==> config.mk <==
export PLATFORM = sky130hd
export DESIGN_NAME = voice_mix_router
export DESIGN_NICKNAME = d
export VERILOG_FILES = /design/src/rtl/voice_mix_router_pkg.sv /design/src/rtl/voice_mix_router_sat_shift.sv /design/src/rtl/voice_mix_router.sv
export SDC_FILE = /design/constraint.sdc
export NUM_CORES = 1
export LEC_CHECK = 0
export CORE_MARGIN = 4
export CORE_UTILIZATION = 55
export DETAILED_ROUTE_END_ITERATION = 16
export PLACE_DENSITY = 0.79
export SETUP_SLACK_MARGIN = 0.1
export SYNTH_ARGS = -nofsm -noshare
export SYNTH_HDL_FRONTEND = slang
export SYNTH_SLANG_ARGS = --single-unit
==> constraint.sdc <==
create_clock -name clk -period 9.22 [get_ports clk]
set_clock_uncertainty 0.1 [all_clocks]
set_input_delay 1.844 -clock clk [delete_from_list [all_inputs] [get_ports clk]]
set_output_delay 1.844 -clock clk [all_outputs]
set_load 0.02 [all_outputs]
==> src/rtl/voice_mix_router_pkg.sv <==
// Shared types and helpers for the voice mixer: FSM encoding, pan bit positions,
// accumulator sizing, unity gain and peak-meter level mapping.
package voice_mix_router_pkg;

  typedef enum logic [1:0] {
    ST_IDLE  = 2'd0,
    ST_ACCUM = 2'd1,
    ST_SCALE = 2'd2,
    ST_DONE  = 2'd3
  } state_t;

  localparam int PAN_L = 0;
  localparam int PAN_R = 1;

  // Wide enough for NUM_CH full-scale products at maximum gain with no wrap.
  function automatic int acc_w(input int sample_w, input int gain_w, input int num_ch);
    return sample_w + gain_w + 1 + $clog2(num_ch);
  endfunction

  function automatic int unity_gain(input int gain_w);
    return 1 << (gain_w - 1);
  endfunction

  // One step per octave over the top four magnitude bits; saturation pins the meter.
  function automatic logic [3:0] peak_level_of(input logic [3:0] top, input logic clipped);
    logic [3:0] lvl;
    lvl = 4'd0;
    if (clipped)     lvl = 4'd15;
    else if (top[3]) lvl = 4'd4;
    else if (top[2]) lvl = 4'd3;
    else if (top[1]) lvl = 4'd2;
    else if (top[0]) lvl = 4'd1;
    return lvl;
  endfunction

endpackage

==> src/rtl/voice_mix_router_sat_shift.sv <==
// Drops the gain fraction bits (arithmetic shift, floor) and clamps to the output range.
// Combinational, no backpressure; sat flags any clamping.
module sat_shift
  import voice_mix_router_pkg::*;
#(
  parameter int IN_W  = 27,
  parameter int OUT_W = 16,
  parameter int SHIFT = 7
) (
  input  logic signed [IN_W-1:0]  acc,
  output logic signed [OUT_W-1:0] dat,
  output logic                    sat
);

  localparam logic signed [IN_W-1:0] MAX_V = {{(IN_W-OUT_W+1){1'b0}}, {(OUT_W-1){1'b1}}};
  localparam logic signed [IN_W-1:0] MIN_V = {{(IN_W-OUT_W+1){1'b1}}, {(OUT_W-1){1'b0}}};

  logic signed [IN_W-1:0] shifted;

  assign shifted = acc >>> SHIFT;

  always_comb begin
    sat = 1'b0;
    dat = shifted[OUT_W-1:0];
    if (shifted > MAX_V) begin
      dat = MAX_V[OUT_W-1:0];
      sat = 1'b1;
    end else if (shifted < MIN_V) begin
      dat = MIN_V[OUT_W-1:0];
      sat = 1'b1;
    end
  end

endmodule

==> src/rtl/voice_mix_router.sv <==
// N-channel gain/pan mixer, one channel MAC per clock; out_ready NUM_CH+2 clocks after in_ready.
// No backpressure: in_ready while busy drops the frame and sets sticky overrun. Option: VOICE_MIX_PEAK_METER_EN.
module voice_mix_router
  import voice_mix_router_pkg::*;
#(
  parameter int NUM_CH     = 4,
  parameter int SAMPLE_W   = 16,
  parameter int GAIN_W     = 8,
  parameter int PEAK_DECAY = 1024
) (
  input  logic                         clk,
  input  logic                         reset,
  input  logic                         in_ready,
  input  logic [NUM_CH*SAMPLE_W-1:0]   samples_in,
  input  logic                         cfg_we,
  input  logic [$clog2(NUM_CH)-1:0]    cfg_ch,
  input  logic [GAIN_W-1:0]            cfg_gain,
  input  logic [1:0]                   cfg_pan,
  output logic [SAMPLE_W-1:0]          out_l,
  output logic [SAMPLE_W-1:0]          out_r,
  output logic                         out_ready,
  output logic                         clip,
  output logic                         busy,
  output logic                         overrun,
  output logic [3:0]                   peak_level
);

  localparam int IDX_W  = $clog2(NUM_CH);
  localparam int ACC_W  = acc_w(SAMPLE_W, GAIN_W, NUM_CH);
  localparam int PROD_W = SAMPLE_W + GAIN_W + 1;
  localparam logic [GAIN_W-1:0] UNITY = GAIN_W'(unity_gain(GAIN_W));

  state_t state, state_nxt;

  logic [IDX_W-1:0]           idx;
  logic [GAIN_W-1:0]          gain    [NUM_CH];
  logic [1:0]                 pan     [NUM_CH];
  logic [GAIN_W-1:0]          gain_sh [NUM_CH];
  logic [1:0]                 pan_sh  [NUM_CH];
  logic signed [SAMPLE_W-1:0] samp    [NUM_CH];
  logic signed [ACC_W-1:0]    acc_l, acc_r;
  logic signed [PROD_W-1:0]   prod;
  logic signed [ACC_W-1:0]    prod_ext;
  logic signed [SAMPLE_W-1:0] sat_l, sat_r;
  logic                       sat_flag_l, sat_flag_r;

  always_ff @(posedge clk or posedge reset) begin
    if (reset) state <= ST_IDLE;
    else       state <= state_nxt;
  end

  always_comb begin
    state_nxt = state;
    case (state)
      ST_IDLE:  if (in_ready) state_nxt = ST_ACCUM;
      ST_ACCUM: if (idx == IDX_W'(NUM_CH - 1)) state_nxt = ST_SCALE;
      ST_SCALE: state_nxt = ST_DONE;
      ST_DONE:  state_nxt = ST_IDLE;
      default:  state_nxt = ST_IDLE;
    endcase
  end

  assign busy = (state != ST_IDLE);

  // Live settings; the frame in flight only ever sees its shadow copy.
  always_ff @(posedge clk or posedge reset) begin
    if (reset) begin
      for (int i = 0; i < NUM_CH; i++) begin
        gain[i] <= UNITY;
        pan[i]  <= 2'b11;
      end
    end else if (cfg_we && (int'(cfg_ch) < NUM_CH)) begin
      gain[cfg_ch] <= cfg_gain;
      pan[cfg_ch]  <= cfg_pan;
    end
  end

  assign prod     = samp[idx] * $signed({1'b0, gain_sh[idx]});
  assign prod_ext = {{(ACC_W-PROD_W){prod[PROD_W-1]}}, prod};

  always_ff @(posedge clk or posedge reset) begin
    if (reset) begin
      for (int i = 0; i < NUM_CH; i++) begin
        samp[i]    <= '0;
        gain_sh[i] <= UNITY;
        pan_sh[i]  <= 2'b11;
      end
      idx   <= '0;
      acc_l <= '0;
      acc_r <= '0;
    end else begin
      case (state)
        ST_IDLE: begin
          if (in_ready) begin
            for (int i = 0; i < NUM_CH; i++) begin
              samp[i]    <= samples_in[i*SAMPLE_W +: SAMPLE_W];
              gain_sh[i] <= gain[i];
              pan_sh[i]  <= pan[i];
            end
            idx   <= '0;
            acc_l <= '0;
            acc_r <= '0;
          end
        end
        ST_ACCUM: begin
          if (pan_sh[idx][PAN_L]) acc_l <= acc_l + prod_ext;
          if (pan_sh[idx][PAN_R]) acc_r <= acc_r + prod_ext;
          idx <= idx + 1'b1;
        end
        default: ;
      endcase
    end
  end

  sat_shift #(.IN_W(ACC_W), .OUT_W(SAMPLE_W), .SHIFT(GAIN_W-1)) u_sat_l (
    .acc (acc_l),
    .dat (sat_l),
    .sat (sat_flag_l)
  );

  sat_shift #(.IN_W(ACC_W), .OUT_W(SAMPLE_W), .SHIFT(GAIN_W-1)) u_sat_r (
    .acc (acc_r),
    .dat (sat_r),
    .sat (sat_flag_r)
  );

  always_ff @(posedge clk or posedge reset) begin
    if (reset) begin
      out_l     <= '0;
      out_r     <= '0;
      out_ready <= 1'b0;
      clip      <= 1'b0;
      overrun   <= 1'b0;
    end else begin
      out_ready <= 1'b0;
      clip      <= 1'b0;
      if (state == ST_DONE) begin
        out_l     <= sat_l;
        out_r     <= sat_r;
        out_ready <= 1'b1;
        clip      <= sat_flag_l | sat_flag_r;
      end
      if (in_ready && state != ST_IDLE) overrun <= 1'b1;
    end
  end

`ifdef VOICE_MIX_PEAK_METER_EN
  localparam int DEC_W = $clog2(PEAK_DECAY) + 1;

  logic [DEC_W-1:0]    frame_cnt;
  logic [3:0]          peak_q, level, decayed;
  logic [SAMPLE_W-1:0] mag_l, mag_r, mag_max;
  logic                decay_tick;

  // The most negative code has no positive twin; fold it onto full scale.
  function automatic logic [SAMPLE_W-1:0] mag(input logic signed [SAMPLE_W-1:0] x);
    logic [SAMPLE_W-1:0] m;
    m = x;
    if (x[SAMPLE_W-1]) begin
      if (x == {1'b1, {(SAMPLE_W-1){1'b0}}}) m = {1'b0, {(SAMPLE_W-1){1'b1}}};
      else                                    m = -x;
    end
    return m;
  endfunction

  always_comb begin
    mag_l      = mag(sat_l);
    mag_r      = mag(sat_r);
    mag_max    = (mag_l > mag_r) ? mag_l : mag_r;
    level      = peak_level_of(mag_max[SAMPLE_W-2 -: 4], sat_flag_l | sat_flag_r);
    decay_tick = (frame_cnt == DEC_W'(PEAK_DECAY - 1));
    decayed    = (decay_tick && peak_q != 4'd0) ? peak_q - 4'd1 : peak_q;
  end

  always_ff @(posedge clk or posedge reset) begin
    if (reset) begin
      frame_cnt <= '0;
      peak_q    <= 4'd0;
    end else if (state == ST_DONE) begin
      frame_cnt <= decay_tick ? '0 : frame_cnt + 1'b1;
      peak_q    <= (level > decayed) ? level : decayed;
    end
  end

  assign peak_level = peak_q;
`else
  logic unused_peak_decay;
  assign unused_peak_decay = ^PEAK_DECAY;
  assign peak_level        = 4'b0000;
`endif

endmodule

-- Word-level counts from Yosys, hierarchy flattened
Cells that the tools add are included.
- shift operators: 0
- div/mod/pow operators: 0
- multiplexer cells: 35
- order comparisons: 7
- bitwise gates (word level): 3
- reductions and logical operators: 10
- $mul: 1
- $add $sub $neg: 3
- equality and inequality tests: 8
- operators by type and width (cell ; number):
    27-bit one-hot mux with 2 select lines ; 2
    16-bit two-way mux ; 6
    27-bit two-way mux ; 3
    27-bit by 25-bit adder with 27-bit output ; 2
    20-bit by 16-bit greater-than comparator with 1-bit output, second input constant ; 2
    20-bit by 16-bit less-than comparator with 1-bit output, second input constant ; 2
    16-bit binary-select mux with 2-bit select ; 1
    32-bit bitwise mux ; 1
    16-bit by 9-bit multiplier with 25-bit output ; 1
    8-bit two-way mux ; 3
    8-bit binary-select mux with 2-bit select ; 1
    8-bit demux with 2-bit select ; 1
    2-bit two-way mux ; 6
    8-bit bitwise mux ; 1
    2-bit != test, second input constant ; 4
    2-bit one-hot mux with 4 select lines ; 1
    2-bit == test, second input constant ; 3
    3-bit greater-or-equal comparator, second input constant ; 2
    1-bit two-way mux ; 6
    2-bit inverter with 3-bit output ; 2
    2-bit AND reduction ; 3
    3-bit AND reduction ; 2
    2-bit binary-select mux with 2-bit select ; 1
    2-bit demux with 2-bit select ; 1
    8 further kinds ; 10
- register bits after elaboration: 237
- memory bits (read-only): 0
- word-level logic and storage cells: 96
- bits in latches: 0
- bits in writable memories: 0
- output and inout bits: 40
- memories kept: 0

-- Logic depth before layout (Yosys ltp)
Gate-level depths: netlist of run 1.
- depth in word-level cells: 8
- depth in mapped cells: 32
- gate-level depth less buffers: 29

-- Hierarchy
A second synthesis of run 1 with hierarchy kept.
- cells, all modules: 1648
- area, all modules: 17733.3 um2
- modules (own cells, without submodules) (module ; instances ; area each (um2) ; cells an instance):
    voice_mix_router ; 1 ; 16719.8 ; 1520
    sat_shift ; 2 ; 506.7 ; 64

-- Least setup slack after synthesis of run 1
No wires, ideal clock.
- path type: reg-to-reg
- start: register idx[0]
- end: register acc_r[26]
- required time: 8995 ps
- cell stages (with the launch flop): 33
- buffers on the path: 3
- arrival time: 7176 ps
- period minus slack after synthesis: 7402 ps
- slack: 1818 ps
- cells stage by stage: dfrtp_1 > buf_2 > buf_2 > mux4_2 > clkbuf_1 > nand2_1 > fa_1 > inv_1 > fa_1 > ha_1 > inv_1 > fa_1 > inv_1 > ha_1 > a21o_1 > a21o_1 > a21oi_2 > o21ai_1 > o41ai_2 > o21ai_1 > o21ai_0 > nor2b_1 > xnor2_1 > ha_1 > nand2_1 > o21ai_0 > o41ai_1 > o21ai_0 > a311oi_1 > o41ai_2 > xnor2_1 > a21oi_1 > mux2i_1
- longest elaborated chain between the ends: 8
- elaborated cells on any way between the ends: 16
- classes of those cells: add/sub: 1; mul: 1; eq/ne: 1; mux: 11; bitwise: 1; reduce/logical: 1
- RTL lines (item ; line ; source):
    from (decl) ; voice_mix_router.sv:35 ; logic [IDX_W-1:0] idx;
    from (signal assigned) ; voice_mix_router.sv:108 ; idx <= idx + 1'b1;
    2-bit inverter with 3-bit output (not written as such) (*) ; voice_mix_router.sv:78, voice_mix_router.sv:107 ;
    16-bit binary-select mux with 2-bit select / 8-bit binary-select mux with 2-bit select (equally long branches) ; voice_mix_router.sv:78 ; assign prod = samp[idx] * $signed({1'b0, gain_sh[idx]});
    16-bit two-way mux (not written as such) / 8-bit two-way mux (equally long branches) (2 in series) ; voice_mix_router.sv:78 ;
    16-bit by 9-bit multiplier with 25-bit output ; voice_mix_router.sv:78 ;
    27-bit by 25-bit adder with 27-bit output ; voice_mix_router.sv:107 ; if (pan_sh[idx][PAN_R]) acc_r <= acc_r + prod_ext;
    27-bit two-way mux ; voice_mix_router.sv:107 ;
    27-bit one-hot mux with 2 select lines ; voice_mix_router.sv:92 ; case (state)
    to (signal assigned) ; voice_mix_router.sv:107 ;
    to (decl) ; voice_mix_router.sv:41 ; logic signed [ACC_W-1:0] acc_l, acc_r;
Every way passes the cells marked *; elsewhere a longest branch is shown, timed or not. The select of a mux whose other input is x is not followed.
A chain may end at the register's enable or synchronous reset.

-- Worst setup path after layout of run 1
Same ends and word-level chain as after synthesis.

==> run summary, run 1 <==
CTS H-tree lvls: 1
Rows: 63
Largest net degree at the start of global routing: 100
Post-DRT Antenna Nets: 0
Yosys cell types: 68
Number of fill cells in the layout: 2350
Max-cap violation count: 0
Area leader, netlist: dfrtp_1
Detailed placer's ending HPWL: 27.1 mm
Core area: 30000 sq um
# clock sinks: 237
Crit path DAT: 8.30 ns
Grt ovf: 0
Slew Limit Fails: 0
Worst skew pair latency: 0.54 ns
Finished Cell Area: 19300 sq um
Final min period: 8.00 ns
Status: completed
Vias per cell: 5.57
Routability cong.: 0.925
Slowest cell on crit path: dfrtp_2
Initial Util: 56.4%
Worst setup SP type: flop
Post-DP Area: 18400 sq um
RSZ-0062 raised after global routing: no
Reg clk slew, reported paths: 0.06 ns
Detailed-route DRC error count: 0
Critical path class: flop to flop
DR WL/cell: 17.0 microns
Share of cells above drive strength 1: 16.1%
Worst slew margin: 21.2%
Final non-filler cell total: 2095
CTS tree: done
Footprint of the multi-input gates: 9890 sq um
I/O Pins: 120
CP Data Required Time: 9.53 ns
Area grow syn2layout: 14.1%
CTS Hold Buffers Added: 0
Die span in y: 183 microns
Top-area cell type share of the netlist area: 31.6%
Final Hold Viols: 0
Final setup vio count: 0
Crit path max fanout: 24
Crit share post-route: 86.7%
Slew @ Worst Pin: 1.18 ns
Syn_area_per_cell: 10.6 sq um
Inserted Diodes: 0
Number of global-route vias before repair: 12015
WL final: 35.5 mm
YS warnings: 0
Placed cells: 2049
Initial DRC Count: 684
First-pass GRT wire length: 60.3 mm
Post-synthesis cell count: 1587
GRT Total Usage: 21.5%
CP max stage delay: 0.90 ns
Number of synthesized flops with an enable pin: 0
Most common flop cell mapped by yosys: dfrtp_1
Die X: 183 microns
CTS Root Buffer Type: clkbuf_16
Post-Route Setup TNS: 0 ns
Yosys reg bits: 237
Sequential Area: 5960 sq um
Register area share after synthesis: 35.3%
Top post-synthesis cells by area: dfrtp_1 (32%), fa_1 (12%), mux2_2 (9.8%), ha_1 (8.2%), inv_1 (5.0%)
Fmax: 0.125 GHz
Vias: 11659
Top cells by count, synth: inv_1 (225), dfrtp_1 (213), mux2_2 (147)
Post-CTS Setup Bufs: 0
Initial antenna violation count: 0
R2r worst-path depth: 29
Worst Setup End Kind: flop
Pre-antenna DRT Iters: 5
Clock Tree Buf Depth: 3
Final net count: 1981
Most common cell in the synthesized netlist: inv_1
I/O Buffers: 115
Die ar.: 33600 sq um
Min-Delay Path Class: flop to flop
Post-Syn Area: 16900 sq um
CTS Buf Count: 25
Post-synth ARST share: 100%
Hold path cells: 1
Resize count post-CTS: 0
critical path, delay by kind of cell (launching register included):
kind	cells	cell delay (ns)
AOI/OAI and AO/OA	13	2.71
adders and majority gates	6	2.35
DFF	1	0.90
muxes	2	0.85
and+or+nand+nor	3	0.38
xor gates and xnor gates	2	0.36
buffers and inverters	3	0.20
metal layers:
| layer | global-route usage (%) | up-vias | part of all wire [%] |
|---|---|---|---|
| met1 | 30.6 | 5738 | 46 |
| met4 | 5.33 | 0 | 2.6 |
| met2 | 35.4 | 288 | 47 |
| li1 | - | 5578 | - |
| met5 | 0 | - | 0 |
| met3 | 3.03 | 55 | 4.9 |
metrics by stage:
| stage | hold WS [ns] | util [%] | setup WS, ns |
|---|---|---|---|
| global placement | 0.344 | 61.4 | 1.36 |
| floorplan | 0.355 | - | 0.813 |
| detailed placement | 0.347 | 61.4 | 1.28 |
| finish | 0.361 | 64.3 | 1.22 |
| global route | 0.391 | 64.3 | 0.492 |
| CTS | 0.364 | 64.3 | 1.21 |
path summary, 6_finish.rpt:
check                                 end     from  slack [ns]
min in group asynchronous       out_ready    reset        1.72
worst min register to register    overrun  overrun        0.36
worst max register to register  acc_r[26]   idx[0]        1.22
max in group asynchronous        samp[38]    reset        5.92
worst min-delay path              overrun  overrun        0.36
worst max-delay path            acc_r[26]   idx[0]        1.22
cell usage in the layout (no fill, tap or decap), types with 26 or more instances in the layout:
| cell type | count |
|---|---|
| a21o_1 | 32 |
| a21oi_1 | 50 |
| and2_1 | 66 |
| clkdlybuf4s50_1 | 115 |
| dfrtp_1 | 212 |
| fa_1 | 104 |
| ha_1 | 110 |
| inv_1 | 224 |
| mux2_2 | 147 |
| mux4_2 | 26 |
| nand2_1 | 139 |
| nor2_1 | 38 |
| o211ai_1 | 36 |
| o21ai_0 | 90 |
| xnor2_1 | 38 |
sequential cells by signal (all words and copies together), names as in the netlist:
signal and count:
pan_sh 8, gain 32, acc_r 27, overrun 1, acc_l 27, out_r 16, out_ready 1, state 2
samp 64, gain_sh 32, out_l 16, clip 1, pan 8, idx 2
cells by family after synthesis:
group | count (synthesis) | synth area share [%]
adders and majority gates | 215 | 20.6
xor gates and xnor gates | 58 | 3.01
AOI/OAI and AO/OA | 302 | 12.2
other | 1 | 0.0222
and+or+nand+nor | 320 | 9.16
muxes | 175 | 13.4
buffers and inverters | 279 | 6.31
DFF | 237 | 35.3
final cells by class:
| class | instances | share of cell area [%] |
|---|---|---|
| timing repair buffer | 123 | 6.29 |
| clock inverter | 8 | 0.455 |
| tap | 390 | 2.53 |
| sequential | 237 | 31.0 |
| clock buffer | 38 | 4.02 |
| inverter | 225 | 4.42 |
| multi-input combinational | 1074 | 51.3 |
Power of run 1 is not shown: default switching activity piles up to over one toggle a cycle in this logic, so the estimate is an artifact.
==> run 2: changes to the inputs <==
==> constraint.sdc (replaced) <==
create_clock -name clk -period 9.4 [get_ports clk]
set_clock_uncertainty 0.1 [all_clocks]
set_input_delay 1.88 -clock clk [delete_from_list [all_inputs] [get_ports clk]]
set_output_delay 1.88 -clock clk [all_outputs]
set_load 0.05 [all_outputs]
==> run summary, run 2 (synthesis results as in run 1) <==
Status: completed (unchanged)
CP Data Required Time: 9.71 ns (was 9.53 ns)
Core area: 30000 sq um (unchanged)
Crit-path leading delay family: compound AO/OA/AOI/OAI gates (unchanged)
Post-CTS Setup Bufs: 0 (unchanged)
Pre-antenna DRT Iters: 5 (unchanged)
Final min period: 8.00 ns (about the same)
Initial antenna violation count: 0 (unchanged)
Final net count: 1979 (was 1981)
CTS H-tree lvls: 1 (unchanged)
Crit path buf inv count: 4 (was 3)
Clock Tree Buf Depth: 3 (unchanged)
Die X: 183 microns (unchanged)
Initial DRC Count: 548 (was 684)
Grt ovf: 0 (unchanged)
CTS Buf Count: 25 (unchanged)
Post-DRT Antenna Nets: 0 (unchanged)
Final setup vio count: 0 (unchanged)
RSZ-0062 raised after global routing: no (unchanged)
First-pass GRT wire length: 61.4 mm (was 60.3 mm)
Worst setup SP type: flop (unchanged)
Fmax: 0.125 GHz (about the same)
# clock sinks: 237 (unchanged)
Reg clk slew, reported paths: 0.06 ns (about the same)
I/O Buffers: 115 (unchanged)
Post-Route Setup TNS: 0 ns (unchanged)
Max-cap violation count: 0 (unchanged)
Resize count post-CTS: 0 (unchanged)
Most frequent cells in the layout: inv_1 (224), dfrtp_1 (212), mux2_2 (147), nand2_1 (139), clkdlybuf4s50_1 (115) (unchanged)
Vias: 11755 (was 11659)
Routability cong.: 0.926 (was 0.925)
Die span in y: 183 microns (unchanged)
Worst Setup End Kind: flop (unchanged)
Hold Slack: 0.359 ns (was 0.361 ns)
CTS tree: done (unchanged)
Final Hold Viols: 0 (unchanged)
Detailed-route DRC error count: 0 (unchanged)
GRT Total Usage: 21.8% (was 21.5%)
Largest register FFs: 64 (unchanged)
Min-Delay Path Class: flop to flop (unchanged)
Critical path class: flop to flop (unchanged)
Area grow syn2layout: 13.8% (was 14.1%)
Die ar.: 33600 sq um (unchanged)
Share of cells above drive strength 1: 15.9% (was 16.1%)
Initial Util: 56.4% (unchanged)
Rows: 63 (unchanged)
Crit path max fanout: 17 (was 24)
Slew @ Worst Pin: 1.15 ns (was 1.18 ns)
Final non-filler cell total: 2092 (was 2095)
Slowest cell on crit path: dfrtp_1 (was dfrtp_2)
Most common cell after layout, fill and taps aside: inv_1 (unchanged)
Largest regs: samp x64, gain x32, gain_sh x32 (unchanged)
Number of fill cells in the layout: 2324 (was 2350)
DR WL/cell: 17.1 microns (was 17.0 microns)
CTS Hold Buffers Added: 0 (unchanged)
Crit share post-route: 85.1% (was 86.7%)
Placed cells: 2047 (was 2049)
Detailed placer's ending HPWL: 27.5 mm (was 27.1 mm)
Worst skew pair latency: 0.53 ns (was 0.54 ns)
Vias per cell: 5.62 (was 5.57)
WL final: 35.8 mm (was 35.5 mm)
Slew Limit Fails: 0 (unchanged)
Crit path DAT: 8.31 ns (was 8.30 ns)
I/O Pins: 120 (unchanged)
CP max stage delay: 0.86 ns (was 0.90 ns)
Largest net degree at the start of global routing: 153 (was 100)
Top reg by flops: samp (unchanged)
Inserted Diodes: 0 (unchanged)
Worst slew margin: 23.3% (was 21.2%)
CTS Root Buffer Type: clkbuf_16 (unchanged)
Number of global-route vias before repair: 12337 (was 12015)
==> run 2: cell count changes in the layout (fill, tap and decap cells not counted) <==
cell / before / now
buf_4: 8 / 6
bufinv_16: 1 / 2
clkbuf_1: 3 / 5
clkbuf_8: 10 / 5
clkinv_2: 3 / 5
clkinv_4: 0 / 1
clkinvlp_4: 3 / 1
==> run 2: worst paths after layout <==
| path | from | end | cells after the start | slack [ns] |
|---|---|---|---|---|
| setup / recovery | idx[1] | acc_r[26] | 29 | 1.40 |
| hold / removal | overrun | overrun | 1 | 0.36 |
| setup reg to reg | idx[1] | acc_r[26] | 29 | 1.40 |
| hold reg to reg | overrun | overrun | 1 | 0.36 |
| max in group asynchronous | reset | gain[24] | 3 | 5.66 |
| min in group asynchronous | reset | state[1] | 2 | 1.91 |
==> run 2: cell type report <==
cell class / count / area [sq um] / share of cell area, %
Clock buffer: 35 / 713 / 3.71
Sequential cell: 237 / 5960 / 31.0
Tap cell: 390 / 488 / 2.54
Clock inverter: 10 / 121 / 0.632
Timing Repair Buffer: 121 / 1200 / 6.22
Multi-Input combinational cell: 1074 / 9890 / 51.4
Inverter: 225 / 852 / 4.43
==> run 2: per-stage QoR <==
stage	area (sq um)	util (%)	setup slack [ns]
final	19200	64.2	1.40
after global routing	19200	64.2	0.895
after detailed placement	18400	61.4	1.45
after global placement	18400	61.4	1.55
after CTS	19200	64.2	1.44
after floorplan	16900	-	0.957
==> run 2: layer usage <==
metal | track usage (%) | part of all wire (%) | vias up
met2 | 35.8 | 47 | 332
met3 | 3.81 | 5.9 | 57
met1 | 30.6 | 45 | 5769
met5 | 0 | 0 | -
met4 | 5.42 | 2.8 | 0
li1 | - | - | 5597
Power of run 2 is left out for the same reason.
